File: config.mk
export PLATFORM = sky130hd
export DESIGN_NAME = div_issue_ctrl
export DESIGN_NICKNAME = d
export VERILOG_FILES = /design/src/rtl/div_issue_ctrl.sv
export SDC_FILE = /design/constraint.sdc
export NUM_CORES = 1
export LEC_CHECK = 0
export CORE_AREA = 2 2 147 149
export CTS_BUF_LIST = sky130_fd_sc_hd__clkbuf_4
export CTS_CLUSTER_DIAMETER = 80
export DETAILED_ROUTE_END_ITERATION = 16
export DIE_AREA = 0 0 149 151
export PLACE_DENSITY = 0.83
export SYNTH_ARGS = -nofsm -noshare
export SYNTH_HDL_FRONTEND = slang
export SYNTH_SLANG_ARGS = --single-unit
File: constraint.sdc
create_clock -name clk_i -period 12 [get_ports clk_i]
set_input_delay 2.4 -clock clk_i [delete_from_list [all_inputs] [get_ports clk_i]]
set_output_delay 2.4 -clock clk_i [all_outputs]
set_load 0.01 [all_outputs]
File: src/rtl/div_issue_ctrl.sv
// Issue-side controller for the iterative divider: holds one DIV/REM instruction,
// starts the divider, waits for the result and hands it to the register file.
module div_issue_ctrl #(
  parameter int TIMEOUT_CYCLES = 40,
  parameter int CNT_W          = 6
) (
  input  logic        clk_i,
  input  logic        rst_i,
  input  logic        issue_valid_i,
  output logic        issue_ready_o,
  input  logic [31:0] issue_opcode_i,
  input  logic [31:0] issue_pc_i,
  input  logic [4:0]  issue_rd_idx_i,
  input  logic [4:0]  issue_ra_idx_i,
  input  logic [4:0]  issue_rb_idx_i,
  input  logic [31:0] issue_ra_operand_i,
  input  logic [31:0] issue_rb_operand_i,
  input  logic        flush_i,
  output logic        div_valid_o,
  output logic [31:0] div_opcode_o,
  output logic [31:0] div_pc_o,
  output logic [4:0]  div_rd_idx_o,
  output logic [4:0]  div_ra_idx_o,
  output logic [4:0]  div_rb_idx_o,
  output logic [31:0] div_ra_operand_o,
  output logic [31:0] div_rb_operand_o,
  input  logic        div_wb_valid_i,
  input  logic [31:0] div_wb_value_i,
  output logic        rf_wb_valid_o,
  output logic [4:0]  rf_wb_rd_o,
  output logic [31:0] rf_wb_value_o,
  input  logic        rf_wb_ready_i,
  input  logic [4:0]  hazard_ra_idx_i,
  input  logic [4:0]  hazard_rb_idx_i,
  input  logic [4:0]  hazard_rd_idx_i,
  output logic        hazard_stall_o,
  output logic        busy_o,
  output logic        timeout_o
);

  typedef enum logic [1:0] {S_IDLE, S_SEND, S_WAIT, S_WB} state_e;

  localparam logic [CNT_W-1:0] CNT_MAX = CNT_W'(TIMEOUT_CYCLES);

  state_e           state_q, state_d;
  logic             kill_q;
  logic [CNT_W-1:0] cnt_q;
  logic             accept;
  logic             wb_discard;
  logic             cnt_done;

  assign accept     = (state_q == S_IDLE) && !kill_q && issue_valid_i && !flush_i;
  // A flush landing in the same cycle as the result kills it just like kill_q.
  assign wb_discard = kill_q || flush_i || (div_rd_idx_o == 5'd0);
  assign cnt_done   = (cnt_q == CNT_MAX);

  // NOTE: sequential state uses non-blocking assignments so every register
  // samples the pre-edge values, independent of statement order.
  always_ff @(posedge clk_i or posedge rst_i) begin
    if (rst_i) state_q <= S_IDLE;
    else       state_q <= state_d;
  end

  // NOTE: the default assignment first keeps this block free of inferred latches.
  always_comb begin
    state_d = state_q;
    case (state_q)
      S_IDLE: if (accept) state_d = S_SEND;
      S_SEND: state_d = S_WAIT;
      S_WAIT: begin
        if (div_wb_valid_i) state_d = wb_discard ? S_IDLE : S_WB;
        else if (cnt_done)  state_d = S_IDLE;
      end
      S_WB:   if (flush_i || rf_wb_ready_i) state_d = S_IDLE;
      default: state_d = S_IDLE;
    endcase
  end

  always_comb begin
    issue_ready_o = (state_q == S_IDLE) && !kill_q;
    div_valid_o   = (state_q == S_SEND);
    rf_wb_valid_o = (state_q == S_WB);
    busy_o        = (state_q != S_IDLE);
  end

  assign hazard_stall_o = busy_o && !kill_q && (div_rd_idx_o != 5'd0) &&
                          ((div_rd_idx_o == hazard_ra_idx_i) ||
                           (div_rd_idx_o == hazard_rb_idx_i) ||
                           (div_rd_idx_o == hazard_rd_idx_i));

  // NOTE: these are plain flops, not a memory, so every one gets a reset value
  // and the outputs are defined from the first cycle.
  always_ff @(posedge clk_i or posedge rst_i) begin
    if (rst_i) begin
      kill_q           <= 1'b0;
      cnt_q            <= '0;
      timeout_o        <= 1'b0;
      div_opcode_o     <= '0;
      div_pc_o         <= '0;
      div_rd_idx_o     <= '0;
      div_ra_idx_o     <= '0;
      div_rb_idx_o     <= '0;
      div_ra_operand_o <= '0;
      div_rb_operand_o <= '0;
      rf_wb_rd_o       <= '0;
      rf_wb_value_o    <= '0;
    end else begin
      timeout_o <= (state_q == S_WAIT) && !div_wb_valid_i && cnt_done;

      if (accept) begin
        div_opcode_o     <= issue_opcode_i;
        div_pc_o         <= issue_pc_i;
        div_rd_idx_o     <= issue_rd_idx_i;
        div_ra_idx_o     <= issue_ra_idx_i;
        div_rb_idx_o     <= issue_rb_idx_i;
        div_ra_operand_o <= issue_ra_operand_i;
        div_rb_operand_o <= issue_rb_operand_i;
      end

      // The divider cannot be cancelled, so a kill lives until WAIT is left.
      if (accept) kill_q <= 1'b0;
      else if (flush_i && (state_q == S_SEND || state_q == S_WAIT)) kill_q <= 1'b1;
      if (state_q == S_WAIT && (div_wb_valid_i || cnt_done)) kill_q <= 1'b0;

      if (state_q == S_SEND) cnt_q <= '0;
      else if (state_q == S_WAIT && !cnt_done) cnt_q <= cnt_q + CNT_W'(1);

      if (state_q == S_WAIT && div_wb_valid_i && !wb_discard) begin
        rf_wb_rd_o    <= div_rd_idx_o;
        rf_wb_value_o <= div_wb_value_i;
      end
    end
  end

endmodule

# [After elaboration in Yosys (flattened, before gate mapping)]
# Cells that the tools add are included.
# W data, S select, Z words.
[op_classes] n_addsub=1 mul=0 div=0 n_lt_le_gt_ge=0 eq_ne=10 n_shift=0 n_mux=11 n_bitwise=0 n_reduce_logical=32
[ops] cell="$eq A5 B5 Y1" n=3
[ops] cell="$logic_and A1 B1 Y1" n=13
[ops] cell="$mux W6" n=2
[ops] cell="$mux W2" n=5
[ops] cell="$pmux W2 S4" n=1
[ops] cell="$logic_or A1 B1 Y1" n=7
[ops] cell="$add A6 B1 Y6 const B" n=1
[ops] cell="$eq A6 B6 Y1 const B" n=1
[ops] cell="$logic_not A1 Y1" n=5
[ops] cell="$logic_not A5 Y1" n=1
[ops] cell="$reduce_bool A5 Y1" n=1
[ops] cell="$eq A2 B2 Y1 const B" n=2
[ops] cell="$reduce_bool A2 Y1" n=2
[ops] cell="$mux W1" n=3
[ops] cell="$ne A3 B3 Y1 const B" n=1
[ops] cell="$reduce_and A3 Y1" n=1
[ops] cell="$reduce_bool A3 Y1" n=1
[ops] cell="$eq A2 B1 Y1 const B" n=1
[ops] cell="$logic_not A2 Y1" n=1
[ops] cell="$ne A2 B1 Y1 const B" n=1
[ops] cell="$ne A2 B2 Y1 const B" n=1
[totals] regBits=190 latch_bits=0 ram_bits=0 rom_bits=0 input_bits=196 out_inout_bits=186 elab_cells=67 mem_count=0

# [Depth between registers and ports, before layout]
[logic_depth] depth_word=6 mapped_depth=9 mapped_depth_nobuf=6

# [Worst setup path after synthesis]
# Ideal clock, no wire load.
[synth_path] path_type="input to output" start="input hazard_rb_idx_i[2]" end="output hazard_stall_o" arrival_time_ps=3475 t_required_ps=9600 slack_ps=6125 cell_stages=4 n_path_buf=0 cell_sequence="xor2_1 nor3_1 nand3_1 a2111oi_0"
[synth_via] elab_chain_cells=4
[synth_lines] item="start, declared" line="34" rtl="input logic [4:0] hazard_rb_idx_i,"
[synth_lines] item="$eq A5 B5 Y1" line="88" rtl="(div_rd_idx_o == hazard_rb_idx_i) ||"
[synth_lines] item="$logic_or A1 B1 Y1" line="87" rtl="((div_rd_idx_o == hazard_ra_idx_i) ||"
[synth_lines] item="$logic_or A1 B1 Y1" line="88"
[synth_lines] item="$logic_and A1 B1 Y1" line="86" rtl="assign hazard_stall_o = busy_o && !kill_q && (div_rd_idx_o != 5'd0) &&"
[synth_lines] item="end, declared" line="36" rtl="output logic hazard_stall_o,"
# No other way between the ends.

# [Final worst setup path]
[layout_path] start="input hazard_rd_idx_i[2]" end="output hazard_stall_o"
[layout_via] elab_chain_cells=3
[layout_lines] item="start, declared" line="35" rtl="input logic [4:0] hazard_rd_idx_i,"
[layout_lines] item="$eq A5 B5 Y1" line="89" rtl="(div_rd_idx_o == hazard_rd_idx_i));"
[layout_lines] item="$logic_or A1 B1 Y1" line="88"
[layout_lines] item="$logic_and A1 B1 Y1" line="86"
# No other way between the ends.

==> metrics.cfg <==
[run_status]
status=finished clean

[sta]
hold_violations=0
finClkSkew_ps=22.8
max_freq_mhz=149
setup_viol=0
period_needed_ps=6710
slew_headroom_pct=30.4
min_period_over_period_pct=55.9
finalMaxSlewViolations=0
tightest_slew_ps=1040
finalSetupTns_ps=0
rsz0062_at_grt=no

[grt]
grt_pass1_vias=6667
grt_max_degree=112
grt_pass1_wl_um=34500
grt_usage_pct=19.6
grt-ovfl-total=0
antenna_found_initial=0

[critical_path]
r2r_end=div_rb_operand_o[20]
cp-start-kind=primary input
crit_end=hazard_stall_o
cp-end-kind=primary output
r2r-start=state_q[1]
cp_data_required_time_ps=9600
cp_max_fo=1
reg2reg_depth=7
ff2ff_setup_slack_ps=8760
cp-startpoint=hazard_rd_idx_i[2]
crit_type=primary input to primary output
cp.arrival_ps=4310

[cts]
cts_root_buf=clkbuf_4
cts_resized=0
ctsHoldBuffers=0
post_cts_buffers=0
cts_buffers=17
cts_htree_levels=4
clock_sinks=190
cts_tree=built
clk_pin_slew_worst_paths_ps=160
clock_path_buffers=2
insertion_delay_ps=540

[cells_and_area]
final_cell_count_no_fill=1431
final_cell_mix=nand2_1 (439), clkdlybuf4s50_1 (381), dfrtp_1 (190)
num_antenna_cells=0
final_nets=1346
drive_above_1_share_pct=6.40
mostFrequentLayoutCell=nand2_1
n_fill_cell=1793
area_delta_synth_final_pct=56.6

[synth]
syn_area_um2=7550
ys_seq_area_share_pct=62.9
syn_avg_cell_area_um2=9.70
ys_ff_latch=190
yosys_warnings=0
synth.net_count=982
synth_cells=779
synth_cell_types=39

[floorplanning]
die_h_um=151
start_util_pct=36.3
core_um2=20800
die_w_um=149
die-area_um2=22500
boundaryPins=382
rows=53

[detailed_routing]
wire_per_inst_um=15.7
wirelength_um=22500
drt_first_pass_iters=5
dr.first_iter.drc_count=199
via_per_inst=4.58
met1_length_um=8400
met3_length_um=2190
drc=0
route.met2.wl_um=11600
top_layer=met4
vias=6551
antenna_left=0

[pwr]
powerDensity_nw_per_um2=226
vdd_drop_max_mv=0.115
static-leakage-power_nw=5.66

[hold_path]
hold_class=flip-flop to flip-flop

[place]
port-buffer-count=381
dp_hpwl_um=16400
dp.cells=1399
gp_congestion=0.777

[job]
drv_cap=0

[synthesized netlist by cell type (all sizes together)]
cell type / number / area (um2)
dfrtp: 190 / 4750
o21ai: 2 / 21.3
clkbuf: 27 / 101
or4: 1 / 11.3
nand4bb: 1 / 11.3
nor2: 11 / 41.3
buf: 14 / 97.6
nand2b: 1 / 6.26
o21a: 1 / 7.51
a41oi: 1 / 8.76
and2b: 1 / 7.51
and3b: 1 / 8.76
nand4: 2 / 12.5
xnor2: 3 / 26.3
nor3: 3 / 15.0
nand2: 439 / 1650
nand3: 1 / 5.00
and4: 1 / 8.76
nor2b: 1 / 6.26
mux2i: 2 / 20.0
inv: 7 / 26.3
a22oi: 2 / 15.0
and3: 1 / 6.26
xor2: 16 / 140
a2bb2oi: 1 / 8.76
and4bb: 1 / 12.5
mux2: 32 / 372
nor3b: 1 / 7.51
a2111oi: 1 / 8.76
ha: 7 / 87.6
o211ai: 1 / 7.51
or3: 1 / 6.26
a21oi: 2 / 10.0
a22o: 3 / 26.3
[area by class of cell]
class,count,area [um2],area share (%)
clock buffers,19,143,1.21
clock inverters,13,110,0.931
flip-flops and latches,190,4750,40.2
well taps,275,344,2.91
inverters,7,33.8,0.286
multi-input cells,541,2590,21.9
repair buffers,386,3850,32.6
[worst min path at each step]
| stage | startpoint | endpoint | slack [ps] | cells past startpoint |
|---|---|---|---|---|
| 2_1_floorplan | kill_q | kill_q | 510 | 2 |
| 3_3_place_gp | div_rb_idx_o[4] | div_rb_idx_o[4] | 460 | 2 |
| 3_5_place_dp | div_opcode_o[0] | div_opcode_o[0] | 460 | 2 |
| 4_1_cts | div_ra_operand_o[18] | div_ra_operand_o[18] | 500 | 2 |
| 5_1_grt | div_pc_o[27] | div_pc_o[27] | 520 | 2 |
| 6_report | div_pc_o[15] | div_pc_o[15] | 490 | 2 |
[worst max-delay path, cell delays in order]
cell and delay (ps):
clkdlybuf4s50_1 420, xor2_1 150, nor3_1 200, a22oi_1 140
a2111oi_0 390, clkdlybuf4s50_1 610
[kinds of logic (layout without fill, tap and decap cells)]
kind of cell	Yosys count	after routing	share of synthesized area, %
AO/OA/AOI/OAI	14	14	1.51
buffers and inverters	48	425	2.98
adder cells (fa/ha/maj)	7	7	1.16
XOR/XNOR	19	19	2.20
multiplexers	34	34	5.18
flip-flops	190	190	62.9
AND/OR/NAND/NOR	467	467	24.0
[sequential cells by signal, indices dropped and copies added (netlist names)]
register	cells
cnt_q	6
div_opcode_o	32
div_pc_o	32
div_ra_idx_o	5
div_ra_operand_o	32
div_rb_idx_o	5
div_rb_operand_o	32
div_rd_idx_o	5
kill_q	1
rf_wb_rd_o	5
rf_wb_value_o	32
state_q	2
timeout_o	1
[routing by layer]
layer  up-vias  GRT usage, %
met1      3148          21.8
met5         -             0
met4         0          5.05
met3        20          7.68
li1       3124             -
met2       259          35.4
[metrics by stage]
stage	power, W	instance area [um2]	util [%]	hold WS, ps	worst slack, ps
after detailed placement	0.00237	11600	55.6	461	5240
after CTS	0.00271	11800	56.8	497	5240
after floorplan	0.00159	7550	-	507	4430
after global routing	0.00285	11800	56.8	516	5120
final	0.00267	11800	56.8	492	5290
after global placement	0.00233	11600	55.6	456	5230
[report_power, final]
group          internal, W  switching, W
registers         0.000923      0.000182
clock network    0.0000916      0.000235
logic             0.000707      0.000533
Power figures use the tool's default switching activity.
